$ cat src/rtl/sample_apb_master_pkg.sv
// sample_apb_master_pkg: shared types and constants for the APB4 request master
package sample_apb_master_pkg;
  typedef enum logic [1:0] {IDLE, SETUP, ACCESS, RESPONSE} sample_apb_master_state_e;
  localparam int TIMEOUT_WIDTH = 16;
  function automatic int strobe_width(input int bus_width);
    return bus_width / 8;
  endfunction
endpackage

$ cat src/rtl/sample_apb_timeout_counter.sv
// sample_apb_timeout_counter: counts stalled ACCESS cycles and flags the cycle the limit is reached
// Ports: i_clk, i_rst (async, active-high), i_clear (restart count), i_enable (stalled cycle),
//        i_limit (cycle limit), o_expired (this stalled cycle brings the count to i_limit)
module sample_apb_timeout_counter
  import sample_apb_master_pkg::*;
(
  input  logic                     i_clk,
  input  logic                     i_rst,
  input  logic                     i_clear,
  input  logic                     i_enable,
  input  logic [TIMEOUT_WIDTH-1:0] i_limit,
  output logic                     o_expired
);
  logic [TIMEOUT_WIDTH-1:0] count_q, count_d;
  always_comb count_d = i_clear ? '0 : i_enable ? count_q + 1'b1 : count_q;
  always_ff @(posedge i_clk or posedge i_rst)
    if (i_rst) count_q <= '0;
    else count_q <= count_d;
  // Expiry is flagged during the stalled cycle whose increment would reach the limit,
  // so the FSM leaves ACCESS at the same edge the count gets there.
  assign o_expired = i_enable && (count_q + 1'b1 >= i_limit);
endmodule

$ cat src/rtl/sample_apb_master.sv
// sample_apb_master: valid/ready request/response to APB4 master bridge, one transaction outstanding
// Ports: i_clk, i_rst (async, active-high); request i_req_*/o_req_ready; response o_rsp_*/i_rsp_ready;
//        APB4 master o_psel/o_penable/o_pwrite/o_paddr/o_pprot/o_pstrb/o_pwdata, i_pready/i_pslverr/i_prdata.
// Optional: SAMPLE_APB_MASTER_TIMEOUT_EN aborts ACCESS with an error after TIMEOUT_CYCLES stalled cycles.
module sample_apb_master
  import sample_apb_master_pkg::*;
#(
  parameter int         ADDRESS_WIDTH  = 8,
  parameter int         BUS_WIDTH      = 32,
  parameter logic [2:0] PPROT_VALUE    = 3'b000,
  parameter int         TIMEOUT_CYCLES = 64
) (
  input  logic                                i_clk,
  input  logic                                i_rst,
  input  logic                                i_req_valid,
  output logic                                o_req_ready,
  input  logic                                i_req_write,
  input  logic [ADDRESS_WIDTH-1:0]            i_req_address,
  input  logic [BUS_WIDTH-1:0]                i_req_write_data,
  input  logic [strobe_width(BUS_WIDTH)-1:0]  i_req_strobe,
  output logic                                o_rsp_valid,
  input  logic                                i_rsp_ready,
  output logic [BUS_WIDTH-1:0]                o_rsp_read_data,
  output logic                                o_rsp_error,
  output logic                                o_psel,
  output logic                                o_penable,
  output logic                                o_pwrite,
  output logic [ADDRESS_WIDTH-1:0]            o_paddr,
  output logic [2:0]                          o_pprot,
  output logic [strobe_width(BUS_WIDTH)-1:0]  o_pstrb,
  output logic [BUS_WIDTH-1:0]                o_pwdata,
  input  logic                                i_pready,
  input  logic                                i_pslverr,
  input  logic [BUS_WIDTH-1:0]                i_prdata
);
  localparam int STRB_W = strobe_width(BUS_WIDTH);
  localparam int LSB = $clog2(STRB_W);
  localparam logic [ADDRESS_WIDTH-1:0] ADDR_MASK = ~ADDRESS_WIDTH'((1 << LSB) - 1);
  sample_apb_master_state_e state_q, state_d;
  logic                     write_q, write_d;
  logic [ADDRESS_WIDTH-1:0] addr_q, addr_d;
  logic [BUS_WIDTH-1:0]     wdata_q, wdata_d;
  logic [STRB_W-1:0]        strb_q, strb_d;
  logic [BUS_WIDTH-1:0]     rdata_q, rdata_d;
  logic                     err_q, err_d;
  logic                     timeout;
`ifdef SAMPLE_APB_MASTER_TIMEOUT_EN
  sample_apb_timeout_counter u_timeout (
    .i_clk     (i_clk),
    .i_rst     (i_rst),
    .i_clear   (state_q == SETUP),
    .i_enable  (state_q == ACCESS && !i_pready),
    .i_limit   (TIMEOUT_WIDTH'(TIMEOUT_CYCLES)),
    .o_expired (timeout)
  );
`else
  assign timeout = 1'b0;
`endif
  always_comb begin
    state_d = state_q;
    write_d = write_q;
    addr_d  = addr_q;
    wdata_d = wdata_q;
    strb_d  = strb_q;
    rdata_d = rdata_q;
    err_d   = err_q;
    case (state_q)
      IDLE: if (i_req_valid) begin
        state_d = SETUP;
        write_d = i_req_write;
        addr_d  = i_req_address & ADDR_MASK;
        // Reads carry zero data and strobe on the bus.
        wdata_d = i_req_write ? i_req_write_data : '0;
        strb_d  = i_req_write ? i_req_strobe : '0;
      end
      SETUP: state_d = ACCESS;
      ACCESS: if (i_pready) begin
        state_d = RESPONSE;
        rdata_d = write_q ? '0 : i_prdata;
        err_d   = i_pslverr;
      end else if (timeout) begin
        state_d = RESPONSE;
        rdata_d = '0;
        err_d   = 1'b1;
      end
      RESPONSE: if (i_rsp_ready) state_d = IDLE;
    endcase
  end
  always_ff @(posedge i_clk or posedge i_rst)
    if (i_rst) begin
      state_q <= IDLE;
      write_q <= 1'b0;
      addr_q  <= '0;
      wdata_q <= '0;
      strb_q  <= '0;
      rdata_q <= '0;
      err_q   <= 1'b0;
    end else begin
      state_q <= state_d;
      write_q <= write_d;
      addr_q  <= addr_d;
      wdata_q <= wdata_d;
      strb_q  <= strb_d;
      rdata_q <= rdata_d;
      err_q   <= err_d;
    end
  // Ready is masked while reset is held so every output reads 0 during reset.
  assign o_req_ready     = state_q == IDLE && !i_rst;
  assign o_rsp_valid     = state_q == RESPONSE;
  assign o_rsp_read_data = rdata_q;
  assign o_rsp_error     = err_q;
  assign o_psel          = state_q == SETUP || state_q == ACCESS;
  assign o_penable       = state_q == ACCESS;
  assign o_pwrite        = write_q;
  assign o_paddr         = addr_q;
  assign o_pprot         = PPROT_VALUE;
  assign o_pstrb         = strb_q;
  assign o_pwdata        = wdata_q;
endmodule

$ cat config.mk
export PLATFORM = sky130hd
export DESIGN_NAME = sample_apb_master
export DESIGN_NICKNAME = d
export VERILOG_FILES = /design/src/rtl/sample_apb_master_pkg.sv /design/src/rtl/sample_apb_timeout_counter.sv /design/src/rtl/sample_apb_master.sv
export SDC_FILE = /design/constraint.sdc
export NUM_CORES = 1
export LEC_CHECK = 0
export CAP_MARGIN = 25
export CELL_PAD_IN_SITES_DETAIL_PLACEMENT = 1
export CELL_PAD_IN_SITES_GLOBAL_PLACEMENT = 2
export CORE_ASPECT_RATIO = 0.9
export CORE_MARGIN = 2
export CORE_UTILIZATION = 20
export CTS_CLUSTER_SIZE = 12
export DETAILED_ROUTE_END_ITERATION = 7
export GPL_TIMING_DRIVEN = 0
export PLACE_DENSITY = 0.86
export REMOVE_ABC_BUFFERS = 1
export SYNTH_ARGS = -nofsm -noshare
export SYNTH_HDL_FRONTEND = slang
export SYNTH_SLANG_ARGS = --single-unit
$ cat constraint.sdc
create_clock -name i_clk -period 2.8 [get_ports i_clk]
set_clock_uncertainty 0.15 [all_clocks]
set_input_delay 0.84 -clock i_clk [delete_from_list [all_inputs] [get_ports i_clk]]
set_output_delay 0.84 -clock i_clk [all_outputs]
set_load 0.005 [all_outputs]
Word-level counts from Yosys, hierarchy flattened:

Index checks and enable logic that the tools add are counted.

* word-level logic and storage cells: 27
* bits of input ports: 83
* bits in read-only memories: 0
* memories kept: 0
* RAM bits: 0
* flip-flop bits (word level): 78
* output and inout bits: 85
* latch bits: 0

* divide/modulo/power cells: 0
* order comparisons: 0
* equal/unequal tests: 6
* shift operators: 0
* muxes and demuxes: 7
* reduce and logical (&&, ||, !) cells: 7
* multipliers: 0
* bitwise operators: 0
* add/subtract/negate cells: 0

Operator list (count)
* $mux W32: 2
* $pmux W2 S4: 1
* $mux W2: 3
* $eq A2 B2 Y1 const B: 2
* $mux W4: 1
* $ne A2 B1 Y1 const B: 2
* $reduce_and A2 Y1: 2
* $reduce_and A3 Y1: 1
* $eq A2 B1 Y1 const B: 1
* $logic_not A2 Y1: 1
* $ne A2 B2 Y1 const B: 1
* $logic_and A1 B1 Y1: 1
* $logic_not A1 Y1: 1
* $logic_or A1 B1 Y1: 1

Longest topological paths before layout:

Gate-level depths: netlist (run 1).

* depth after elaboration: 3
* mapped depth: 7
* depth with buffers taken out: 5

Least setup slack after synthesis (run 1):

No wires, ideal clock.

* path kind: input -> output
* from: in i_rst
* to: out o_req_ready
* cell stages on the path: 1
* required time: 1.810 ns
* buffers on the path: 0
* setup slack: 0.855 ns
* arrival: 0.955 ns
* cells stage by stage: nor2b_1

* word-level cells in the longest chain between the ends: 2

RTL lines
* from (decl): RTL line sample_apb_master.sv:14 `input logic i_rst,`
* $logic_not A1 Y1: RTL line sample_apb_master.sv:108 `assign o_req_ready = state_q == IDLE && !i_rst;`
* $logic_and A1 B1 Y1: RTL line sample_apb_master.sv:108
* to (decl): RTL line sample_apb_master.sv:16 `output logic o_req_ready,`

No other way between the ends.

Final worst setup path (run 1):

Same ends and word-level chain as after synthesis.

==> results by group, run 1 <==
Outcome
  • Status: finished clean

Die
  • Die ar.: 0.0172 mm^2
  • Core area: approximately 0.016 mm^2
  • Initial Util: slightly above 20%
  • Die Y: around 120 um
  • Die extent in x: around 140 um
  • Ports: around 170
  • # rows: 44

Final layout
  • Layout cell share with drive strength beyond 1: just under 5%
  • Commonest cells after routing, fill and taps aside: 159 x clkdlybuf4s50_1, 104 x nand2_1, 77 x dfrtp_1, 52 x o21ai_1, 32 x nand2b_1
  • Final design utilization: between 30% and 40%
  • Area delta synth->final: 66.6%
  • NumNets Final: ~570
  • Commonest non-fill, non-tap cell in the layout: clkdlybuf4s50_1
  • Number of diodes: 0

Power
  • Sequential share of power: between 30% and 40%
  • Design Power: approximately 0.0053 W
  • PwrDens: approximately 980 mW/mm^2
  • Sw frac: 30.8%
  • Internal power: between 0.003 and 0.004 W
  • Clk pwr share: 22.2%
  • Leak pwr: between 2 and 2.5 nW
  • VDD IR max: approximately 0.36 mV
  • Switching power: about 0.0016 W
  • Logic gate share of total power: 41.2%

Clock tree
  • Post-CTS setup buffer count: 0
  • Clk sinks: just under 80
  • Worst-path clk slew: 60 ps
  • Clock H-tree levels: 3
  • Root Driver: clkbuf_16
  • TritonCTS clock tree: built
  • Clock latency on the worst-skew pair: between 300 and 400 ps
  • CTS buffer count: 9
  • Clock buffer depth: 2

Critical path
  • Crit path to: o_req_ready
  • Worst EP required: between 1500 and 2000 ps
  • Arr. time, crit path: 1740 ps
  • Reg2reg start: state_q[0]$_DFFE_PP0P_
  • Reg2reg path depth: 5
  • Crit Path Max Fanout: 2
  • Critical Path Sink Type: output pin
  • R2R Setup Slk: about 740 ps
  • CP Class: input pin to output pin
  • Terminus of the critical flop-to-flop path: o_rsp_error$_DFFE_PP0P_
  • Crit start category: input pin
  • CP Launch Point: i_rst

Global routing
  • Vias in the first global route: between 3000 and 4000
  • First-pass GRT wire length: roughly 15000 um
  • Largest net degree at the start of global routing: 53
  • Global-route usage over all layers: about an eighth
  • Initial antenna violation count: 0
  • Gr ovfl total: 0

Drt
  • Drt via density: approximately 4.0
  • Wirelength per Cell: about 14 um
  • Vias: around 2800
  • Initial detailed-routing violation count: 48
  • DR pass1 iterations: 4
  • Residual DRC: 0
  • Post-Route WL: 9620 um
  • Number of antenna-violating nets in the routed design: 0

Placement
  • GPL Wtd Cong: roughly 0.68
  • Pre-CTS setup slack: -158 ps
  • Final HPWL DP: 7130 um
  • IO buf count: between 150 and 200

Run
  • Max cap viols: 0

Yosys
  • Avg Inst Size Synth: a little under 10 um^2
  • Mapped cell area: between 0.003 and 0.004 mm^2
  • Sequential area share after synthesis: between 60% and 70%
  • Cells after Synth: around 340
  • Seq cells post-synth: 78
  • Unique masters post-synth: 17
  • Synth warnings: 0

STA
  • Hold_ws: approximately 330 ps
  • Final setup fails: 0
  • Fin worst setup slack: between 60 and 70 ps
  • Max-slew violations: 0
  • Fmax achieved: between 0.3 and 0.4 GHz
  • Rel. slew slack: slightly below 60%
  • Crit share post-route: 97.5%
  • RSZ-0062 raised after global routing: no
  • Least-Margin Pin Slew: 613 ps
  • Fin crit period: 2730 ps
  • Final-report hold violation count: 0

Worst hold path
  • Worst Hold Class: register to register
[layout make-up]
cell class | instances | area (um^2)
clock buffers | 11 | 233
clock inverters | 5 | 60.1
fillers | 1799 | 10600
inverters | 6 | 25.0
multi-input cells | 228 | 1150
flip-flops and latches | 78 | 1950
well taps | 207 | 259
repair buffers | 164 | 1700
[through the flow]
stage	TNS [ps]	cell area, um^2	cells
floorplan	-14430	3110	312
global placement	-179300	4970	679
detailed placement	-158	5080	683
CTS	0	5380	699
global route	0	5380	699
finish	0	5380	699
[synthesized netlist by cell type, drive strengths merged]
cell,number,area [um^2]
nand2,106,398
dfrtp,78,1950
o21ai,68,340
nand2b,32,200
clkbuf,14,52.6
buf,13,77.6
mux2,9,101
inv,6,22.5
ha,4,50.1
a222oi,1,10.0
conb,1,3.75
mux2i,1,10.0
nor2,1,3.75
nor2b,1,6.26
[state kept, by name (all words and copies together), names as in the netlist]
register         flops
o_paddr              6
o_pwrite             1
o_rsp_error          1
o_pwdata            32
o_pstrb              4
o_rsp_read_data     32
state_q              2
[what timing repair did]
item	CTS	global route
resized for setup	2	1
hold buffers	0	0
endpoints found under the setup margin	2	1
[cell families (layout without fill, tap and decap cells)]
family	count (synthesis)	after routing	share of synthesized area [%]
AND/OR/NAND/NOR	140	140	18.8
flip-flops	78	78	60.5
AO/OA/AOI/OAI	69	69	10.9
buffers and inverters	33	186	4.73
multiplexers	10	10	3.45
adder cells (fa/ha/maj)	4	4	1.55
other	1	5	0.116
[power by group through the flow]
stage	Combinational (W)	Clock (W)	Sequential (W)
after floorplan	0.000731	0	0.00195
after global placement	0.00209	0	0.00193
after detailed placement	0.00221	0	0.00197
after CTS	0.00222	0.00123	0.00195
after global routing	0.00241	0.00128	0.00202
final	0.00217	0.00117	0.00193
[how the worst min path moves through the flow]
stage	end	depth (start not counted)	startpoint
6_report	o_pwdata[7]$_DFFE_PP0P_	2	o_pwdata[7]$_DFFE_PP0P_
5_1_grt	o_rsp_read_data[18]$_DFFE_PP0P_	2	o_rsp_read_data[18]$_DFFE_PP0P_
4_1_cts	o_rsp_read_data[2]$_DFFE_PP0P_	2	o_rsp_read_data[2]$_DFFE_PP0P_
3_5_place_dp	o_rsp_read_data[2]$_DFFE_PP0P_	2	o_rsp_read_data[2]$_DFFE_PP0P_
3_3_place_gp	o_rsp_read_data[5]$_DFFE_PP0P_	2	o_rsp_read_data[5]$_DFFE_PP0P_
2_1_floorplan	o_pwdata[29]$_DFFE_PP0P_	2	o_pwdata[29]$_DFFE_PP0P_
[worst max-delay path, cell delays in order]
cell	delay [ps]
dlygate4sd2_1	270
nor2b_1	110
clkdlybuf4s50_1	510
[per-layer routing]
| layer | GRT usage [%] | up-vias | part of all wire [%] |
|---|---|---|---|
| met2 | 19.2 | 114 | 48 |
| met4 | 4.20 | 0 | 1.7 |
| li1 | - | 1368 | - |
| met5 | 0 | - | 0 |
| met1 | 12.7 | 1309 | 40 |
| met3 | 5.94 | 13 | 11 |
No activity file was read; power rests on OpenSTA's default activity.
==> run 2: changes to the inputs <==
CAP_MARGIN = 0   (was 25)
==> run 2 against run 1 <==
Compared with the run above:
- combinational power is essentially flat
- fmax hardly changed
- worst setup slack better by 1.3 ps
- routed wire length fell by 0.93%
- design area shrank 0.19%
- utilization is 0.063 points lower
- first-iteration DRC count up 4.2%
- sequential cell count stayed put
- non-clock buffer count decreased by 1
- die area stayed put
- hold slack barely moved
- critical path type unchanged
==> results by group, run 2 (synthesized netlist as in run 1, its figures left out) <==
Outcome
  • Status: finished clean

Worst hold path
  • Hold Crit Depth: 2
  • Worst Hold Class: register to register
  • Hold Crit Start: o_rsp_read_data[2]$_DFFE_PP0P_
  • Worst-case hold path end point: o_rsp_read_data[2]$_DFFE_PP0P_

Critical path
  • CP Cell Sequence: dlygate4sd2_1 > nor2b_1 > clkdlybuf4s50_1
  • Reg2reg start: state_q[0]$_DFFE_PP0P_
  • Crit start category: input pin
  • Critical path buffers and inverters: 2
  • Reg2reg path depth: 5
  • CP top delay family: buffers and inverters
  • Slowest-stage cell, CP: clkdlybuf4s50_1
  • Arr. time, crit path: between 1500 and 2000 ps
  • Worst EP required: roughly 1800 ps
  • R2R Setup Slk: about 790 ps
  • Crit Path Max Fanout: 2
  • Critical path's largest stage delay: between 500 and 600 ps
  • CP Class: input pin to output pin
  • Critical Path Sink Type: output pin
  • Terminus of the critical flop-to-flop path: o_rsp_error$_DFFE_PP0P_

Global routing
  • Met3 GRT Util: roughly 5.8%
  • First-pass GRT wire length: 15400 um
  • Initial antenna violation count: 0
  • Global-route usage over all layers: 11.6%
  • Vias in the first global route: between 3000 and 4000
  • Met1 Resource Use GR: between 10 and 15%
  • Top Usage Layer GRT: met2
  • Largest net degree at the start of global routing: 53
  • Met2 global-route usage: 19.4%
  • Gr ovfl total: 0

Drt
  • Wirelength per Cell: ~14 um
  • Drt via density: 4.03
  • Vias: around 2800
  • DR pass1 iterations: 4
  • Initial detailed-routing violation count: 50
  • Residual DRC: 0
  • Post-Route WL: ~9500 um
  • Number of antenna-violating nets in the routed design: 0

STA
  • Final-report hold violation count: 0
  • RSZ-0062 raised after global routing: no
  • Max-slew violations: 0
  • Fmax achieved: about 0.37 GHz
  • Fin crit period: 2730 ps
  • Crit share post-route: approximately 97%
  • Final setup fails: 0
  • Fin worst setup slack: between 70 and 80 ps
  • Rel. slew slack: between 50% and 60%
  • Least-Margin Pin Slew: between 600 and 700 ps

Final layout
  • NumNets Final: approximately 570
  • Number of diodes: 0
  • Fill cells: between 1500 and 2000
  • Layout cell share with drive strength beyond 1: 5.30%
  • Commonest cells after routing, fill and taps aside: 158 x clkdlybuf4s50_1, 104 x nand2_1, 77 x dfrtp_1, 52 x o21ai_1, 32 x nand2b_1
  • Area delta synth->final: 66.3%
  • Commonest non-fill, non-tap cell in the layout: clkdlybuf4s50_1
  • Non-Filler Instances: 698

Run
  • Max cap viols: 0

Placement
  • Final HPWL DP: between 7000 and 8000 um
  • Dpl cells: roughly 680
  • Pre-CTS setup slack: -226 ps
  • IO buf count: 160
  • GPL Wtd Cong: around 0.68

Clock tree
  • Clk sinks: 78
  • Worst-path clk slew: 60 ps
  • CTS buffer count: 9
  • Clock H-tree levels: 3
  • TritonCTS clock tree: built
  • Cts hold-fix bufs: 0
  • Clock latency on the worst-skew pair: approximately 330 ps
  • Clock buffer depth: 2
  • Root Driver: clkbuf_16

Power
  • PwrDens: 993 mW/mm^2
  • Leak pwr: approximately 2.3 nW
  • VDD IR max: about 0.33 mV
  • Design Power: 0.00533 W

Die
  • Die extent in x: between 100 and 150 um
  • Core area: 0.0160 mm^2
  • Die Y: ~120 um
  • Ports: between 150 and 200
  • Initial Util: between 20% and 30%
  • # rows: 44
  • Die ar.: between 0.015 and 0.02 mm^2
run 2: stage by stage:
step	area (um^2)	hold WS, ps	utilization (%)	TNS [ps]
finish	5370	332	33.6	0
global route	5370	360	33.6	0
CTS	5370	340	33.6	0
detailed placement	5060	324	31.7	-2490
global placement	4970	312	31.2	-179300
floorplan	3110	323	-	-14430
run 2: report_power, final:
part           switching [W]  total [W]  internal [W]
clock               0.000456    0.00124      0.000779
combinational       0.000830    0.00216       0.00133
sequential          0.000314    0.00194       0.00162
run 2: worst min-delay path: stages, from the launching register on:
cell and delay (ps):
dfrtp_1 340, nand2_1 50, o21ai_0 60
run 2: layout make-up:
type | count | area, um^2 | share of cell area [%]
sequential | 78 | 1950 | 36.4
clock inverter | 6 | 86.3 | 1.61
tap | 207 | 259 | 4.82
inverter | 6 | 25.0 | 0.466
multi-input combinational | 228 | 1150 | 21.3
clock buffer | 10 | 229 | 4.26
timing repair buffer | 163 | 1670 | 31.1
run 2: timing repair:
action,CTS,global route
setup endpoints to repair,2,1
resized for setup,2,2
buffers inserted,0,0
gates cloned,0,0
run 2: metal layers:
layer | share of wire (%) | routed length (um)
met1 | 39 | 3730
met5 | 0 | 0
met3 | 11 | 1070
met4 | 1.8 | 175
met2 | 48 | 4550
run 2: how the worst max path moves through the flow:
stage | endpoint | from | slack [ps] | depth (start not counted)
finish | o_req_ready | i_rst | 70 | 3
global route | o_req_ready | state_q[1]$_DFFE_PP0P_ | 30 | 4
CTS | o_req_ready | state_q[0]$_DFFE_PP0P_ | 40 | 4
detailed placement | o_pwrite$_DFFE_PP0P_ | i_req_write | -230 | 2
global placement | o_pwdata[18]$_DFFE_PP0P_ | i_rst | -1670 | 2
floorplan | o_paddr[2]$_DFFE_PP0P_ | i_rst | -190 | 1
